### src/rtl/axi_llc_pkg.sv
`default_nettype none
// ============================================================================
// Module   : axi_llc_pkg
// Brief    : Shared LLC types for the eviction W path: config, unit tags and
//            descriptor / data-way / AXI W payload structs.
// Revision : 1.0
// ============================================================================
package axi_llc_pkg;

    localparam int unsigned ADDR_WIDTH    = 32;
    localparam int unsigned DATA_WIDTH    = 64;
    localparam int unsigned STRB_WIDTH    = DATA_WIDTH / 8;
    localparam int unsigned WAY_IND_WIDTH = 4;
    localparam int unsigned IDX_WIDTH     = 8;
    localparam int unsigned BLK_OFF_WIDTH = 2;

    typedef struct packed {
        logic [31:0] BlockSize;
        logic [31:0] BlockOffsetLength;
        logic [31:0] ByteOffsetLength;
        logic [31:0] IndexLength;
    } llc_cfg_t;

    localparam llc_cfg_t DEFAULT_CFG = '{
        BlockSize:         32'd4,
        BlockOffsetLength: 32'd2,
        ByteOffsetLength:  32'd3,
        IndexLength:       32'd8
    };

    typedef struct packed {
        logic [31:0] AddrWidth;
        logic [31:0] DataWidth;
    } axi_cfg_t;

    localparam axi_cfg_t DEFAULT_AXI_CFG = '{AddrWidth: 32'd32, DataWidth: 32'd64};

    typedef enum logic [1:0] {
        EvictUnit = 2'd0,
        RefilUnit = 2'd1,
        RwUnit    = 2'd2
    } cache_unit_e;

    typedef struct packed {
        logic [ADDR_WIDTH-1:0]    a_x_addr;
        logic [WAY_IND_WIDTH-1:0] way_ind;
        logic                     evict;
    } desc_t;

    typedef struct packed {
        cache_unit_e              cache_unit;
        logic [WAY_IND_WIDTH-1:0] way_ind;
        logic [IDX_WIDTH-1:0]     line_addr;
        logic [BLK_OFF_WIDTH-1:0] blk_offset;
        logic                     we;
        logic [STRB_WIDTH-1:0]    be;
        logic [DATA_WIDTH-1:0]    data;
    } way_inp_t;

    typedef struct packed {
        cache_unit_e           cache_unit;
        logic [DATA_WIDTH-1:0] data;
    } way_oup_t;

    typedef struct packed {
        logic [DATA_WIDTH-1:0] data;
        logic [STRB_WIDTH-1:0] strb;
        logic                  last;
        logic [0:0]            user;
    } w_chan_t;

    typedef enum logic [1:0] {
        IDLE  = 2'd0,
        READ  = 2'd1,
        DRAIN = 2'd2,
        SEND  = 2'd3
    } evict_state_e;

    function automatic int unsigned cnt_width(input int unsigned n);
        return (n > 1) ? $clog2(n) : 1;
    endfunction

endpackage
`default_nettype wire

### src/rtl/fifo_v3.sv
`default_nettype none
// ============================================================================
// Module   : fifo_v3
// Brief    : Synchronous FIFO, optional fall-through, active-low async reset.
// Revision : 1.0
// ============================================================================
module fifo_v3 #(
    parameter bit          FALL_THROUGH = 1'b0,
    parameter int unsigned DATA_WIDTH   = 32,
    parameter int unsigned DEPTH        = 8,
    parameter type         dtype        = logic [DATA_WIDTH-1:0],
    parameter int unsigned ADDR_DEPTH   = (DEPTH > 1) ? $clog2(DEPTH) : 1
) (
    input  logic clk_i,
    input  logic rst_ni,
    input  logic flush_i,
    output logic full_o,
    output logic empty_o,
    input  dtype data_i,
    input  logic push_i,
    output dtype data_o,
    input  logic pop_i
);

    dtype                  mem_q [DEPTH];
    logic [ADDR_DEPTH-1:0] rd_q, wr_q;
    logic [ADDR_DEPTH:0]   cnt_q;
    logic                  w_push, w_pop, w_bypass;

    assign full_o   = (cnt_q == (ADDR_DEPTH+1)'(DEPTH));
    assign empty_o  = (cnt_q == '0) && !(FALL_THROUGH && push_i);
    assign data_o   = (FALL_THROUGH && (cnt_q == '0)) ? data_i : mem_q[rd_q];
    assign w_push   = push_i && !full_o;
    assign w_pop    = pop_i && !empty_o;
    // Fall-through with an empty buffer hands the word straight across.
    assign w_bypass = FALL_THROUGH && (cnt_q == '0) && w_push && w_pop;

    always_ff @(posedge clk_i or negedge rst_ni) begin
        if (!rst_ni) begin
            rd_q  <= '0;
            wr_q  <= '0;
            cnt_q <= '0;
        end else if (flush_i) begin
            rd_q  <= '0;
            wr_q  <= '0;
            cnt_q <= '0;
        end else if (!w_bypass) begin
            if (w_push) begin
                wr_q <= (wr_q == ADDR_DEPTH'(DEPTH-1)) ? '0 : wr_q + 1'b1;
            end
            if (w_pop) begin
                rd_q <= (rd_q == ADDR_DEPTH'(DEPTH-1)) ? '0 : rd_q + 1'b1;
            end
            case ({w_push, w_pop})
                2'b10:   cnt_q <= cnt_q + 1'b1;
                2'b01:   cnt_q <= cnt_q - 1'b1;
                default: cnt_q <= cnt_q;
            endcase
        end
    end

    always_ff @(posedge clk_i) begin
        if (w_push && !w_bypass && !flush_i) begin
            mem_q[wr_q] <= data_i;
        end
    end

endmodule
`default_nettype wire

### src/rtl/axi_llc_evict_w_master.sv
`default_nettype none
// ============================================================================
// Module   : axi_llc_evict_w_master
// Brief    : Reads a victim line from the data ways and emits it as one AXI
//            W burst, then forwards the descriptor. Optional eviction counter
//            enabled by defining AXI_LLC_EVICT_CNT_EN.
// Revision : 1.0
// ============================================================================
module axi_llc_evict_w_master
    import axi_llc_pkg::*;
#(
    parameter llc_cfg_t    Cfg       = DEFAULT_CFG,
    parameter axi_cfg_t    AxiCfg    = DEFAULT_AXI_CFG,
    parameter type         desc_t    = axi_llc_pkg::desc_t,
    parameter type         way_inp_t = axi_llc_pkg::way_inp_t,
    parameter type         way_oup_t = axi_llc_pkg::way_oup_t,
    parameter type         w_chan_t  = axi_llc_pkg::w_chan_t,
    parameter int unsigned FifoDepth = 2
) (
    input  logic        clk_i,
    input  logic        rst_i,
    input  desc_t       desc_i,
    input  logic        desc_valid_i,
    output logic        desc_ready_o,
    output desc_t       desc_o,
    output logic        desc_valid_o,
    input  logic        desc_ready_i,
    output way_inp_t    way_inp_o,
    output logic        way_inp_valid_o,
    input  logic        way_inp_ready_i,
    input  way_oup_t    way_out_i,
    input  logic        way_out_valid_i,
    output logic        way_out_ready_o,
    output w_chan_t     w_chan_mst_o,
    output logic        w_chan_valid_o,
    input  logic        w_chan_ready_i,
    output logic [31:0] evict_cnt_o
);

    localparam int unsigned CNT_W = cnt_width(Cfg.BlockSize);
    localparam int unsigned OUT_W = $clog2(FifoDepth + 1);
    localparam int unsigned SHAMT = Cfg.ByteOffsetLength + Cfg.BlockOffsetLength;

    evict_state_e            state_q, state_d;
    desc_t                   desc_q, desc_d;
    logic [CNT_W-1:0]        req_q, req_d;
    logic [CNT_W-1:0]        beat_q, beat_d;
    logic [OUT_W-1:0]        outst_q, outst_d;
    logic                    w_req_hs, w_w_hs, w_last, w_accept;
    logic                    w_fifo_full, w_fifo_empty, w_push;
    logic [DATA_WIDTH-1:0]   w_head;
    logic [31:0]             w_line;
    logic                    w_unused;

    assign w_w_hs  = w_chan_valid_o && w_chan_ready_i;
    assign w_last  = (beat_q == CNT_W'(Cfg.BlockSize - 1));
    assign w_line  = (32'(desc_q.a_x_addr) >> SHAMT) & ((32'd1 << Cfg.IndexLength) - 32'd1);
    assign desc_o  = desc_q;
    assign w_unused = ^{way_out_i.cache_unit, AxiCfg};

    // Responses only belong to an eviction in flight; anything arriving after
    // a reset abandoned a burst must not turn into a W beat.
    assign way_out_ready_o = !w_fifo_full && ((state_q == READ) || (state_q == DRAIN));
    assign w_push          = way_out_valid_i && way_out_ready_o;
    assign w_chan_valid_o  = !w_fifo_empty;

    fifo_v3 #(
        .FALL_THROUGH (1'b0),
        .DATA_WIDTH   (DATA_WIDTH),
        .DEPTH        (FifoDepth)
    ) i_resp_fifo (
        .clk_i   (clk_i),
        .rst_ni  (!rst_i),
        .flush_i (1'b0),
        .full_o  (w_fifo_full),
        .empty_o (w_fifo_empty),
        .data_i  (way_out_i.data),
        .push_i  (w_push),
        .data_o  (w_head),
        .pop_i   (w_w_hs)
    );

    always_comb begin
        way_inp_o            = '0;
        way_inp_o.we         = 1'b0;
        way_inp_o.cache_unit = EvictUnit;
        way_inp_o.way_ind    = desc_q.way_ind;
        way_inp_o.line_addr  = IDX_WIDTH'(w_line);
        way_inp_o.blk_offset = BLK_OFF_WIDTH'(req_q);

        w_chan_mst_o      = '0;
        w_chan_mst_o.data = w_head;
        w_chan_mst_o.strb = '1;
        w_chan_mst_o.last = w_last;
        w_chan_mst_o.user = '0;
    end

    always_comb begin
        state_d         = state_q;
        desc_d          = desc_q;
        req_d           = req_q;
        beat_d          = beat_q;
        outst_d         = outst_q;
        desc_ready_o    = 1'b0;
        desc_valid_o    = 1'b0;
        way_inp_valid_o = 1'b0;
        w_req_hs        = 1'b0;
        w_accept        = 1'b0;

        case (state_q)
            IDLE: w_accept = 1'b1;
            READ: begin
                // A W pop in the same cycle frees a slot, keeping 1 beat/cycle.
                way_inp_valid_o = (outst_q < OUT_W'(FifoDepth)) || w_w_hs;
                w_req_hs        = way_inp_valid_o && way_inp_ready_i;
                if (w_req_hs) begin
                    req_d = req_q + 1'b1;
                    if (req_q == CNT_W'(Cfg.BlockSize - 1)) begin
                        state_d = DRAIN;
                    end
                end
            end
            DRAIN: begin
                if (w_w_hs && w_last) begin
                    desc_valid_o = 1'b1;
                    if (desc_ready_i) begin
                        w_accept = 1'b1;
                    end else begin
                        state_d = SEND;
                    end
                end
            end
            SEND: begin
                desc_valid_o = 1'b1;
                if (desc_ready_i) begin
                    w_accept = 1'b1;
                end
            end
            default: state_d = IDLE;
        endcase

        if (w_w_hs) begin
            beat_d = w_last ? '0 : beat_q + 1'b1;
        end

        case ({w_req_hs, w_w_hs})
            2'b10:   outst_d = outst_q + 1'b1;
            2'b01:   outst_d = outst_q - 1'b1;
            default: outst_d = outst_q;
        endcase

        if (w_accept) begin
            desc_ready_o = 1'b1;
            state_d      = IDLE;
            if (desc_valid_i) begin
                desc_d  = desc_i;
                state_d = desc_i.evict ? READ : SEND;
                req_d   = '0;
                beat_d  = '0;
            end
        end
    end

    always_ff @(posedge clk_i or posedge rst_i) begin
        if (rst_i) begin
            state_q <= IDLE;
            desc_q  <= '0;
            req_q   <= '0;
            beat_q  <= '0;
            outst_q <= '0;
        end else begin
            state_q <= state_d;
            desc_q  <= desc_d;
            req_q   <= req_d;
            beat_q  <= beat_d;
            outst_q <= outst_d;
        end
    end

`ifdef AXI_LLC_EVICT_CNT_EN
    logic [31:0] evict_cnt_q;

    always_ff @(posedge clk_i or posedge rst_i) begin
        if (rst_i) begin
            evict_cnt_q <= '0;
        end else if (desc_valid_o && desc_ready_i && desc_q.evict) begin
            evict_cnt_q <= evict_cnt_q + 32'd1;
        end
    end

    assign evict_cnt_o = evict_cnt_q;
`else
    assign evict_cnt_o = '0;
`endif

endmodule
`default_nettype wire

### config.mk
export PLATFORM = sky130hd
export DESIGN_NAME = axi_llc_evict_w_master
export DESIGN_NICKNAME = d
export VERILOG_FILES = /design/src/rtl/axi_llc_pkg.sv /design/src/rtl/fifo_v3.sv /design/src/rtl/axi_llc_evict_w_master.sv
export SDC_FILE = /design/constraint.sdc
export NUM_CORES = 1
export LEC_CHECK = 0
export BUFFER_PORTS_ARGS = -buffer_cell sky130_fd_sc_hd__buf_4
export CAP_MARGIN = 5
export CELL_PAD_IN_SITES_DETAIL_PLACEMENT = 1
export CELL_PAD_IN_SITES_GLOBAL_PLACEMENT = 1
export CORE_AREA = 3 3 143 145
export CTS_CLUSTER_DIAMETER = 80
export DETAILED_ROUTE_END_ITERATION = 8
export DIE_AREA = 0 0 146 148
export GPL_TIMING_DRIVEN = 1
export PLACE_DENSITY = 0.95
export SYNTH_ARGS = -nofsm -noshare
export SYNTH_HDL_FRONTEND = slang
export SYNTH_SLANG_ARGS = --single-unit
export TNS_END_PERCENT = 100
### constraint.sdc
create_clock -name clk_i -period 10.23 [get_ports clk_i]
set_clock_uncertainty 0.1 [all_clocks]
set_input_delay 1.023 -clock clk_i [delete_from_list [all_inputs] [get_ports clk_i]]
set_output_delay 1.023 -clock clk_i [all_outputs]
set_load 0.02 [all_outputs]
==> impl_metrics.prom <==
# TYPE chip_impl_metric gauge
chip_impl_info{name="status",value="finished clean"} 1
chip_impl_metric{name="rows",unit=""} 51
chip_impl_info{name="postSynth.topFlopCell",value="edfxtp_1"} 1
chip_impl_metric{name="antenna_left",unit=""} 0
chip_impl_metric{name="n_antenna_cell",unit=""} 0
chip_impl_metric{name="hold_buffers",unit=""} 0
chip_impl_info{name="startpoint_type",value="flip-flop"} 1
chip_impl_metric{name="setup_tns",unit="ns"} 0
chip_impl_metric{name="synth.cell_area",unit="µm²"} 7690
chip_impl_metric{name="routed_wire_length_per_instance",unit="µm"} 17.5
chip_impl_metric{name="maximum_clock_frequency",unit="MHz"} 302
chip_impl_info{name="cts_tree",value="yes"} 1
chip_impl_metric{name="gpl.final_weighted_congestion",unit=""} 0.722
chip_impl_metric{name="floorplan.die_area",unit="µm²"} 21600
chip_impl_metric{name="clk_latency",unit="ns"} 0.42
chip_impl_info{name="setup_repair_after_global_routing_missed_its_margin",value="no"} 1
chip_impl_metric{name="synth_seq_cells",unit=""} 177
chip_impl_metric{name="detail_route.wirelength",unit="mm"} 17.3
chip_impl_metric{name="required_time_of_the_worst_setup_path",unit="ns"} 9.11
chip_impl_info{name="synth_largest_area_cell",value="edfxtp_1"} 1
chip_impl_info{name="synth_top_family_by_area",value="multiplexers"} 1
chip_impl_info{name="cts.root.buffer_cell",value="clkbuf_16"} 1
chip_impl_metric{name="grt-ovfl-total",unit=""} 0
chip_impl_metric{name="placeableCoreArea",unit="µm²"} 19300
chip_impl_metric{name="max_slew_margin",unit=""} 0.392
chip_impl_info{name="synthMostInstantiatedCell",value="buf_4"} 1
chip_impl_metric{name="detail_route.iter0.violations",unit=""} 132
chip_impl_metric{name="ys_async_sr_fraction",unit=""} 0.277
chip_impl_metric{name="p_leak",unit="nW"} 4.20
chip_impl_metric{name="hpwlAfterDp",unit="mm"} 12.9
chip_impl_metric{name="htree_num_levels",unit=""} 4
chip_impl_info{name="category_of_the_most_critical_setup_path",value="flip-flop to output pin"} 1
chip_impl_metric{name="grt_pass1_wl",unit="mm"} 25.9
chip_impl_metric{name="synth-edff-count",unit=""} 128
chip_impl_metric{name="timing.reg2reg.worst_path_depth",unit=""} 6
chip_impl_metric{name="simple_gate_fraction_of_synth_area",unit=""} 0.0150
chip_impl_metric{name="drt_first_pass_iters",unit=""} 4
chip_impl_metric{name="nFillCells",unit=""} 1953
chip_impl_metric{name="number_of_port_buffers",unit=""} 228
chip_impl_metric{name="synth-compound-area-share",unit=""} 0.0114
chip_impl_metric{name="synth_top_area_share",unit=""} 0.500
chip_impl_metric{name="synthMuxAreaShare",unit=""} 0.153
chip_impl_metric{name="post_synth_xor_area_fraction",unit=""} 0.0102
chip_impl_metric{name="hold_worst_slack",unit="ns"} 0.372
chip_impl_metric{name="timing.final.setup_violations",unit=""} 0
chip_impl_metric{name="die-height",unit="µm"} 148
chip_impl_metric{name="cts-buffers-inserted",unit=""} 17
chip_impl_metric{name="placement.cell_area",unit="µm²"} 9170
chip_impl_metric{name="number_of_clock_sinks",unit=""} 177
chip_impl_metric{name="area_growth_syn_to_layout",unit="%"} 27.4
chip_impl_metric{name="cap_viol_max_count",unit=""} 0
chip_impl_info{name="min_path_type",value="flip-flop to flip-flop"} 1
chip_impl_metric{name="timing.final.hold_violations",unit=""} 0
chip_impl_metric{name="grt_util_all_layers",unit=""} 0.155
chip_impl_metric{name="ctsResizeCount",unit=""} 0
chip_impl_metric{name="final-instance-count-excl-fill",unit=""} 985
chip_impl_metric{name="design.final.nets",unit=""} 824
chip_impl_metric{name="post-route-drc-count",unit=""} 0
chip_impl_info{name="crit_family",value="buffers and inverters"} 1
chip_impl_metric{name="min_period_over_period",unit=""} 0.324
chip_impl_info{name="netlist_top_cells_area",value="edfxtp_1, dfrtp_1, mux2_2"} 1
chip_impl_metric{name="starting_utilization_of_the_core_area",unit=""} 0.398
chip_impl_metric{name="crit_arrival",unit="ns"} 2.19
chip_impl_metric{name="synthAdderAreaFrac",unit=""} 0.0114
chip_impl_metric{name="post_synth_inst_count",unit=""} 481
chip_impl_metric{name="timing_worst_slew_pin_value",unit="ns"} 0.911
chip_impl_metric{name="post_route_standard_cell_area_excluding_fillers",unit="µm²"} 9800
chip_impl_metric{name="postLayoutCoreUtil",unit=""} 0.507
chip_impl_info{name="timing.critical_path.mode_cell",value="buf_4"} 1
chip_impl_metric{name="final_layout_size_suffix_gt1_frac",unit=""} 0.524
chip_impl_info{name="cp_slowest_cell",value="buf_4"} 1
chip_impl_metric{name="min_path_cells",unit=""} 1
chip_impl_metric{name="power_per_cell_area",unit="nW/µm²"} 312
chip_impl_metric{name="netlist-cell-type-count",unit=""} 31
chip_impl_metric{name="post-cts-setup-buffers",unit=""} 0
chip_impl_info{name="crit_path_end_kind",value="output pin"} 1
chip_impl_info{name="yosys-top-cells-count",value="buf_4, edfxtp_1, mux2_2, dfrtp_1, nor2_1"} 1
chip_impl_metric{name="drv_slew",unit=""} 0
chip_impl_metric{name="period_minus_slack",unit="ns"} 3.31
chip_impl_info{name="crit_path_cell_trace",value="buf_4 -> mux2_2 -> buf_4"} 1
chip_impl_metric{name="clock_path_buffers",unit=""} 2
chip_impl_metric{name="die-width",unit="µm"} 146
chip_impl_metric{name="cts.reportedPaths.clkPinSlew",unit="ns"} 0.07
chip_impl_metric{name="critPathMaxFanout",unit=""} 62
chip_impl_metric{name="worstPathBufferInverterCount",unit=""} 2
chip_impl_metric{name="synth.avg_cell_area",unit="µm²"} 16.0
chip_impl_metric{name="vdd.ir_drop.worst",unit="mV"} 0.155
chip_impl_metric{name="worst_path_largest_cell_delay",unit="ns"} 0.67
chip_impl_metric{name="vias_in_the_first_global_route",unit=""} 4647
chip_impl_metric{name="placedCellCount",unit=""} 953
chip_impl_metric{name="num_io_pins",unit=""} 347
chip_impl_metric{name="ys_warn_count",unit=""} 0
chip_impl_metric{name="detail_route.vias_per_cell",unit=""} 4.28
chip_impl_metric{name="maximum_number_of_pins_on_one_net_before_global_route_repair",unit=""} 63
chip_impl_metric{name="proportion_of_synthesized_chip_area_in_sequential_cells",unit=""} 0.659
chip_impl_metric{name="via_count",unit=""} 4218
chip_impl_metric{name="crit_cells",unit=""} 3
chip_impl_metric{name="antenna_violations_before_repair",unit=""} 0
## final timing paths
check / start / to / slack [ns]
worst max-delay path: i_resp_fifo.rd_q$_DFFE_PP0P_ / w_chan_mst_o[65] / 6.92
worst min-delay path: outst_q[1]$_DFFE_PP0P_ / outst_q[1]$_DFFE_PP0P_ / 0.37
worst max register to register: state_q[0]$_DFFE_PP0P_ / i_resp_fifo.mem_q[0][34]$_DFFE_PP_ / 7.24
worst min register to register: outst_q[1]$_DFFE_PP0P_ / outst_q[1]$_DFFE_PP0P_ / 0.37
max in group asynchronous: rst_i / i_resp_fifo.rd_q$_DFFE_PP0P_ / 8.87
min in group asynchronous: rst_i / desc_o[1]$_DFFE_PP0P_ / 0.67
## placed cells by master (no fill, tap or decap), types with 2 or more instances in the layout
cell type	n
clkinv_8	5
conb_1	116
mux2i_1	2
nand2_1	3
and3_1	2
nor2_1	8
xnor2_1	6
mux2_2	103
clkbuf_16	17
and2_1	2
nand3_1	3
ha_1	7
edfxtp_1	128
o21ai_0	2
inv_6	4
inv_1	6
xor2_1	3
buf_4	233
a21oi_1	2
inv_8	3
dfrtp_1	48
## worst register-to-register path: cells and delay by family, from the launching register on
kind	cells	cell delay, ns
AOI/OAI and AO/OA	1	0.22
DFF	1	0.42
and+or+nand+nor	2	0.90
adders and majority gates	1	0.31
buffers and inverters	2	0.64
## through the flow
step | total power, mW | setup slack [ns]
2_1_floorplan | 1.95 | 5.63
3_3_place_gp | 2.36 | 7.10
3_5_place_dp | 2.42 | 7.08
4_1_cts | 3.10 | 6.88
5_1_grt | 3.22 | 6.80
6_report | 3.06 | 6.92
## area by class of cell
| cell class | count | area, µm² | share of cell area |
|---|---|---|---|
| clock buffers | 17 | 425 | 0.0434 |
| clock inverters | 15 | 205 | 0.0209 |
| inverters | 7 | 26.3 | 0.00268 |
| multi-input cells | 271 | 1990 | 0.203 |
| flip-flops and latches | 177 | 5070 | 0.517 |
| well taps | 265 | 332 | 0.0338 |
| repair buffers | 233 | 1750 | 0.178 |
## registers in the layout, indices dropped and copies added (netlist names)
register / cells
i_resp_fifo.mem_q: 128
i_resp_fifo.cnt_q: 2
desc_o: 37
i_resp_fifo.wr_q: 1
state_q: 2
beat_q: 2
outst_q: 2
i_resp_fifo.rd_q: 1
req_q: 2
## metal layers
| layer | up-vias | wire, µm | track usage |
|---|---|---|---|
| met3 | 11 | 1320 | 0.0598 |
| met2 | 188 | 9360 | 0.288 |
| met4 | 0 | 185 | 0.0409 |
| met1 | 2101 | 6410 | 0.166 |
| li1 | 1918 | - | - |
| met5 | - | 0 | 0 |
## power breakdown
| part | switching [mW] | total, mW | leakage, nW | internal, mW |
|---|---|---|---|---|
| Combinational | 0.714 | 1.27 | 2.14 | 0.560 |
| Clock | 0.309 | 0.667 | 0.306 | 0.358 |
| Sequential | 0.102 | 1.11 | 1.75 | 1.01 |
## cells by family after synthesis
family | count (synthesis)
other | 2
xor gates and xnor gates | 9
AOI/OAI and AO/OA | 10
muxes | 105
and+or+nand+nor | 24
buffers and inverters | 147
DFF | 177
adders and majority gates | 7
(Power assumes the default switching activity.)
